<file path="config.mk">
export PLATFORM = sky130hd
export DESIGN_NAME = date_counter
export DESIGN_NICKNAME = d
export VERILOG_FILES = /design/src/rtl/date_counter_pkg.sv /design/src/rtl/date_counter_day_of_month.sv /design/src/rtl/date_counter.sv
export SDC_FILE = /design/constraint.sdc
export NUM_CORES = 1
export LEC_CHECK = 0
export BUFFER_PORTS_ARGS = -buffer_cell sky130_fd_sc_hd__buf_2
export CAP_MARGIN = 20
export CORE_MARGIN = 2
export CORE_UTILIZATION = 52
export CTS_BUF_LIST = sky130_fd_sc_hd__clkbuf_16
export CTS_CLUSTER_SIZE = 25
export DETAILED_ROUTE_END_ITERATION = 7
export PLACE_DENSITY = 0.75
export SYNTH_ARGS = -nofsm -noshare
export SYNTH_HDL_FRONTEND = slang
export SYNTH_SLANG_ARGS = --single-unit
export TNS_END_PERCENT = 5
</file>
<file path="constraint.sdc">
create_clock -name clk -period 3.2 [get_ports clk]
set_input_delay 0.64 -clock clk [delete_from_list [all_inputs] [get_ports clk]]
set_output_delay 0.64 -clock clk [all_outputs]
set_load 0.02 [all_outputs]
</file>
<file path="src/rtl/date_counter_pkg.sv">
// Shared definitions for the calendar date counter: field widths, field select
// codes and calendar limits.
package date_counter_pkg;

   localparam int DAY_W   = 5;
   localparam int MONTH_W = 4;
   localparam int YEAR_W  = 7;
   localparam int DATA_W  = 7;

   localparam logic [MONTH_W-1:0] MONTH_MAX = 4'd12;
   localparam logic [YEAR_W-1:0]  YEAR_MAX  = 7'd99;
   localparam logic [MONTH_W-1:0] MONTH_FEB = 4'd2;

   typedef enum logic [1:0] {
      SEL_DAY   = 2'd0,
      SEL_MONTH = 2'd1,
      SEL_YEAR  = 2'd2,
      SEL_RSVD  = 2'd3
   } sel_e;

endpackage

</file>
<file path="src/rtl/date_counter_day_of_month.sv">
// Month length lookup (28/30/31) with optional February leap-year adjustment.
// Build option: define LEAP_YEAR_EN for 29-day February when year[1:0]==0.
module date_counter_day_of_month
   import date_counter_pkg::*;
(
   input  logic [MONTH_W-1:0] month,
   input  logic [YEAR_W-1:0]  year,
   output logic [DAY_W-1:0]   len
);

   logic leap;
   logic unused_year_bits;

   // Only the low bits matter for the 2000-2099 leap rule.
   assign unused_year_bits = ^year;

`ifdef LEAP_YEAR_EN
   assign leap = (year[1:0] == 2'b00);
`else
   assign leap = 1'b0;
`endif

   always_comb begin
      case (month)
         MONTH_FEB:                  len = leap ? 5'd29 : 5'd28;
         4'd4, 4'd6, 4'd9, 4'd11:    len = 5'd30;
         default:                    len = 5'd31;
      endcase
   end

endmodule

</file>
<file path="src/rtl/date_counter.sv">
// Calendar date register advanced by day_tick, with field-wise setting.
// Build option: LEAP_YEAR_EN enables the February leap-year rule.
module date_counter
   import date_counter_pkg::*;
#(
   parameter int unsigned RESET_YEAR  = 24,
   parameter int unsigned RESET_MONTH = 1,
   parameter int unsigned RESET_DAY   = 1
) (
   input  logic               clk,
   input  logic               rst_n,
   input  logic               day_tick,
   input  logic               set_valid,
   input  logic [1:0]         set_sel,
   input  logic [DATA_W-1:0]  set_data,
   output logic [DAY_W-1:0]   day,
   output logic [MONTH_W-1:0] month,
   output logic [YEAR_W-1:0]  year,
   output logic               new_month,
   output logic               new_year,
   output logic               set_err
);

   sel_e                sel;
   logic [DAY_W-1:0]    cur_len;
   logic [DAY_W-1:0]    cand_len;
   logic [MONTH_W-1:0]  cand_month;
   logic [YEAR_W-1:0]   cand_year;
   logic                set_ok;
   logic                pending;

   logic [DAY_W-1:0]    day_d;
   logic [MONTH_W-1:0]  month_d;
   logic [YEAR_W-1:0]   year_d;
   logic                pending_d;
   logic                new_month_d;
   logic                new_year_d;
   logic                set_err_d;

   assign sel = sel_e'(set_sel);

   // Length of the month as it stands now, and as it would be after a
   // month/year set (used to clamp the day).
   date_counter_day_of_month u_len_cur (
      .month (month),
      .year  (year),
      .len   (cur_len)
   );

   date_counter_day_of_month u_len_cand (
      .month (cand_month),
      .year  (cand_year),
      .len   (cand_len)
   );

   // NOTE: every signal written in always_comb gets a default first so no latch is inferred.
   always_comb begin
      cand_month = month;
      cand_year  = year;
      if (sel == SEL_MONTH) cand_month = set_data[MONTH_W-1:0];
      if (sel == SEL_YEAR)  cand_year  = set_data;
   end

   always_comb begin
      set_ok = 1'b0;
      case (sel)
         SEL_DAY:   set_ok = (set_data != '0) && (set_data <= DATA_W'(cur_len));
         SEL_MONTH: set_ok = (set_data != '0) && (set_data <= DATA_W'(MONTH_MAX));
         SEL_YEAR:  set_ok = (set_data <= DATA_W'(YEAR_MAX));
         default:   set_ok = 1'b0;
      endcase
   end

   // A set always wins its cycle; a tick seen meanwhile waits in pending and
   // is applied on the first cycle without set_valid.
   always_comb begin
      day_d       = day;
      month_d     = month;
      year_d      = year;
      pending_d   = pending;
      new_month_d = 1'b0;
      new_year_d  = 1'b0;
      set_err_d   = 1'b0;
      if (set_valid) begin
         pending_d = pending | day_tick;
         if (!set_ok) begin
            set_err_d = 1'b1;
         end else if (sel == SEL_DAY) begin
            day_d = set_data[DAY_W-1:0];
         end else begin
            month_d = cand_month;
            year_d  = cand_year;
            if (day > cand_len) day_d = cand_len;
         end
      end else if (day_tick || pending) begin
         pending_d = 1'b0;
         if (day < cur_len) begin
            day_d = day + DAY_W'(1);
         end else begin
            day_d       = DAY_W'(1);
            new_month_d = 1'b1;
            if (month == MONTH_MAX) begin
               month_d    = MONTH_W'(1);
               new_year_d = 1'b1;
               year_d     = (year == YEAR_MAX) ? '0 : year + YEAR_W'(1);
            end else begin
               month_d = month + MONTH_W'(1);
            end
         end
      end
   end

   // NOTE: sequential state uses non-blocking assignments so all registers update together.
   always_ff @(posedge clk) begin
      if (!rst_n) day <= DAY_W'(RESET_DAY);
      else        day <= day_d;
   end

   always_ff @(posedge clk) begin
      if (!rst_n) month <= MONTH_W'(RESET_MONTH);
      else        month <= month_d;
   end

   always_ff @(posedge clk) begin
      if (!rst_n) year <= YEAR_W'(RESET_YEAR);
      else        year <= year_d;
   end

   always_ff @(posedge clk) begin
      if (!rst_n) pending <= 1'b0;
      else        pending <= pending_d;
   end

   always_ff @(posedge clk) begin
      if (!rst_n) begin
         new_month <= 1'b0;
         new_year  <= 1'b0;
         set_err   <= 1'b0;
      end else begin
         new_month <= new_month_d;
         new_year  <= new_year_d;
         set_err   <= set_err_d;
      end
   end

endmodule
</file>
==> results by group <==
Global routing
  – Vias in the first global route: 1459
  – Most Crowded Layer GR: met1
  – Pin count of the biggest net entering global routing: 30
  – Met1 Use GR: 38.3%
  – Total GRT Usage: 24.7%
  – Met2 usage: 36.6%
  – Initial antenna violation count: 0
  – Met3 Use GR: 2.94%
  – Total congestion overflow: 0
  – First-pass GRT wire length: 7020 um

Drt
  – Total wire length: 4300 um
  – WL/cell: 15.2 um
  – DR vias/cell: 6.00
  – Via count: 1691
  – DRC: 0
  – Detailed Route Iter0 Violations: 77
  – Antenna viol nets, final: 0
  – Pre-Repair DR Iteration Count: 4

Timing
  – Max transition margin: 66.1%
  – Clock Skew: 1.96 ps
  – Final Critical Period: 2780 ps
  – Endpoints failing hold: 0
  – Final Max Slew Viols: 0
  – TNS Setup: 0 ps
  – Finish-stage setup viols: 0
  – Fmax: 359 MHz
  – Final worst-path cycle share: 87.0%
  – Slew of the pin with the lowest slew margin: 509 ps
  – RSZ-0062 raised after global routing: false

Cells and area
  – Area Overhead vs Synth: 13.6%
  – Ratio of cells with drive above 1 in the final layout: 19.7%
  – NumNets Final: 264
  – Post-route cell area: 1940 um^2
  – ANT cells: 0
  – FILL cells: 314

Floorplanning
  – Core area: 3080 um^2
  – Initial Util: 55.4%
  – Die height: 61.3 um
  – I/O pin count: 32
  – Die Area: 3760 um^2
  – Die width: 61.3 um
  – Num rows: 20

Yosys
  – Mapped Area: 1710 um^2
  – Yosys cell types: 58
  – Average size of a mapped cell: 8.01 um^2
  – Yosys warns: 0
  – Top FF cell, synth: dfxtp_1
  – Post-synthesis sequential area ratio: 23.5%
  – Asr flop ratio synth: 0%
  – Share of Yosys cell area claimed by the top area cell type: 23.5%
  – Largest cells by area after synthesis: dfxtp_1, ha_1, nand2_1
  – Synth Instances: 213
  – Leading cell types by count after synthesis: nand2_1, nor2_1, dfxtp_1, inv_1, a21oi_1
  – Yosys top cell by area: dfxtp_1
  – Most common cell in the netlist: nand2_1
  – Synth Net Count: 237
  – Number of flops mapped to enable cells by yosys: 0
  – Synth Register Bits: 20

Placement
  – DP HPWL: 3200 um
  – Final Wtd Congestion: 0.877
  – IO buf count: 31
  – Placed instance area: 1860 um^2

Clock tree
  – # Post-CTS Setup Buffers: 0
  – CTS tree: done
  – CTS sink cnt: 20
  – CTS H-tree lvls: 1
  – CTS root buf: clkbuf_16
  – Clock latency on the worst-skew pair: 250 ps
  – CTS Buf Count: 3
  – Clk pin slew, worst setup/hold paths: 50 ps
  – Clk buf depth: 2
  – Post_cts resized: 0
  – Hold buffers post-CTS: 0

Power
  – PnR Total Power: 0.690 mW
  – Leak Pwr: 0.835 nW
  – Pwr per Cell Area: 356 nW/um^2
  – Peak VDD IR: 0.229 mV

Setup path
  – Arrival @ worst endpoint: 2920 ps
  – Critical Path Sink Type: flip-flop
  – Worst EP required: 3340 ps
  – Crit Path Max Fanout: 7
  – Critical Path Start Type: flip-flop
  – CP Class: reg2reg

Status
  – Status: finished, final reports clean

Min path
  – Hold Crit Class: reg2reg

Run
  – Max Cap Viol: 0
## through the flow
| stage | utilization (%) | instances | hold slack (ps) | setup slack (ps) |
|---|---|---|---|---|
| after floorplan | - | 213 | 464 | 484 |
| after global placement | 60.6 | 279 | 478 | 439 |
| after detailed placement | 60.6 | 279 | 489 | 363 |
| after CTS | 63.0 | 282 | 498 | 416 |
| after global routing | 63.0 | 282 | 525 | 274 |
| final | 63.0 | 282 | 495 | 415 |
## worst max-delay path, cell delays in order (launching register included)
cell and delay, ps:
dfxtp_1 480, inv_1 160, ha_1 250, a21oi_1 210
o22ai_1 150, inv_1 90, ha_1 230, a221oi_2 320
and4b_1 270, a21oi_2 200, mux2_4 310
## cells by family after synthesis
family / Yosys count / share of synthesized area (%)
AND/OR/NAND/NOR: 83 / 25.7
AO/OA/AOI/OAI: 66 / 30.7
buffers and inverters: 25 / 7.26
flip-flops: 20 / 23.5
adder cells (fa/ha/maj): 11 / 8.06
multiplexers: 6 / 3.81
XOR/XNOR: 2 / 1.03
## power breakdown
part           total (mW)  switching [mW]  internal, mW
clock network       0.255          0.0905         0.165
registers           0.277          0.0165         0.260
logic               0.158          0.0975        0.0605
total               0.690           0.205         0.485
## registers in the layout, indices dropped and copies added (netlist names)
name and flops:
set_err 1, day 5, new_month 1, month 4, new_year 1, year 7, pending 1
## per-layer routing
metal  up-vias  share of wire [%]
met5         -                  0
met4         0               0.79
met3         4                5.3
met2        60                 43
met1       780                 51
li1        847                  -
## worst paths after layout
kind	startpoint	to	slack, ps	depth (start not counted)
max	month[0]	month[0]	420	10
min	year[1]	year[1]	490	2
max reg2reg	month[0]	month[0]	420	10
min reg2reg	year[1]	year[1]	490	2
## cell usage in the layout (no fill, tap or decap), types with 4 or more instances in the layout
| master | instances |
|---|---|
| buf_2 | 31 |
| nand2_1 | 25 |
| nor2_1 | 21 |
| dfxtp_1 | 20 |
| inv_1 | 13 |
| a21oi_1 | 12 |
| ha_1 | 11 |
| nand3_1 | 9 |
| o21ai_0 | 7 |
| o31ai_1 | 5 |
| mux2i_1 | 5 |
| o211ai_1 | 5 |
| o22ai_1 | 4 |
| and3_1 | 4 |
| a221oi_1 | 4 |
## layout make-up
type,count,area (um^2),share of cell area (%)
flip-flops and latches,20,400,20.6
inverters,13,48.8,2.52
clock buffers,3,75.1,3.87
repair buffers,34,178,9.16
well taps,44,55.1,2.84
multi-input cells,168,1180,61.0
(Power assumes the default switching activity.)
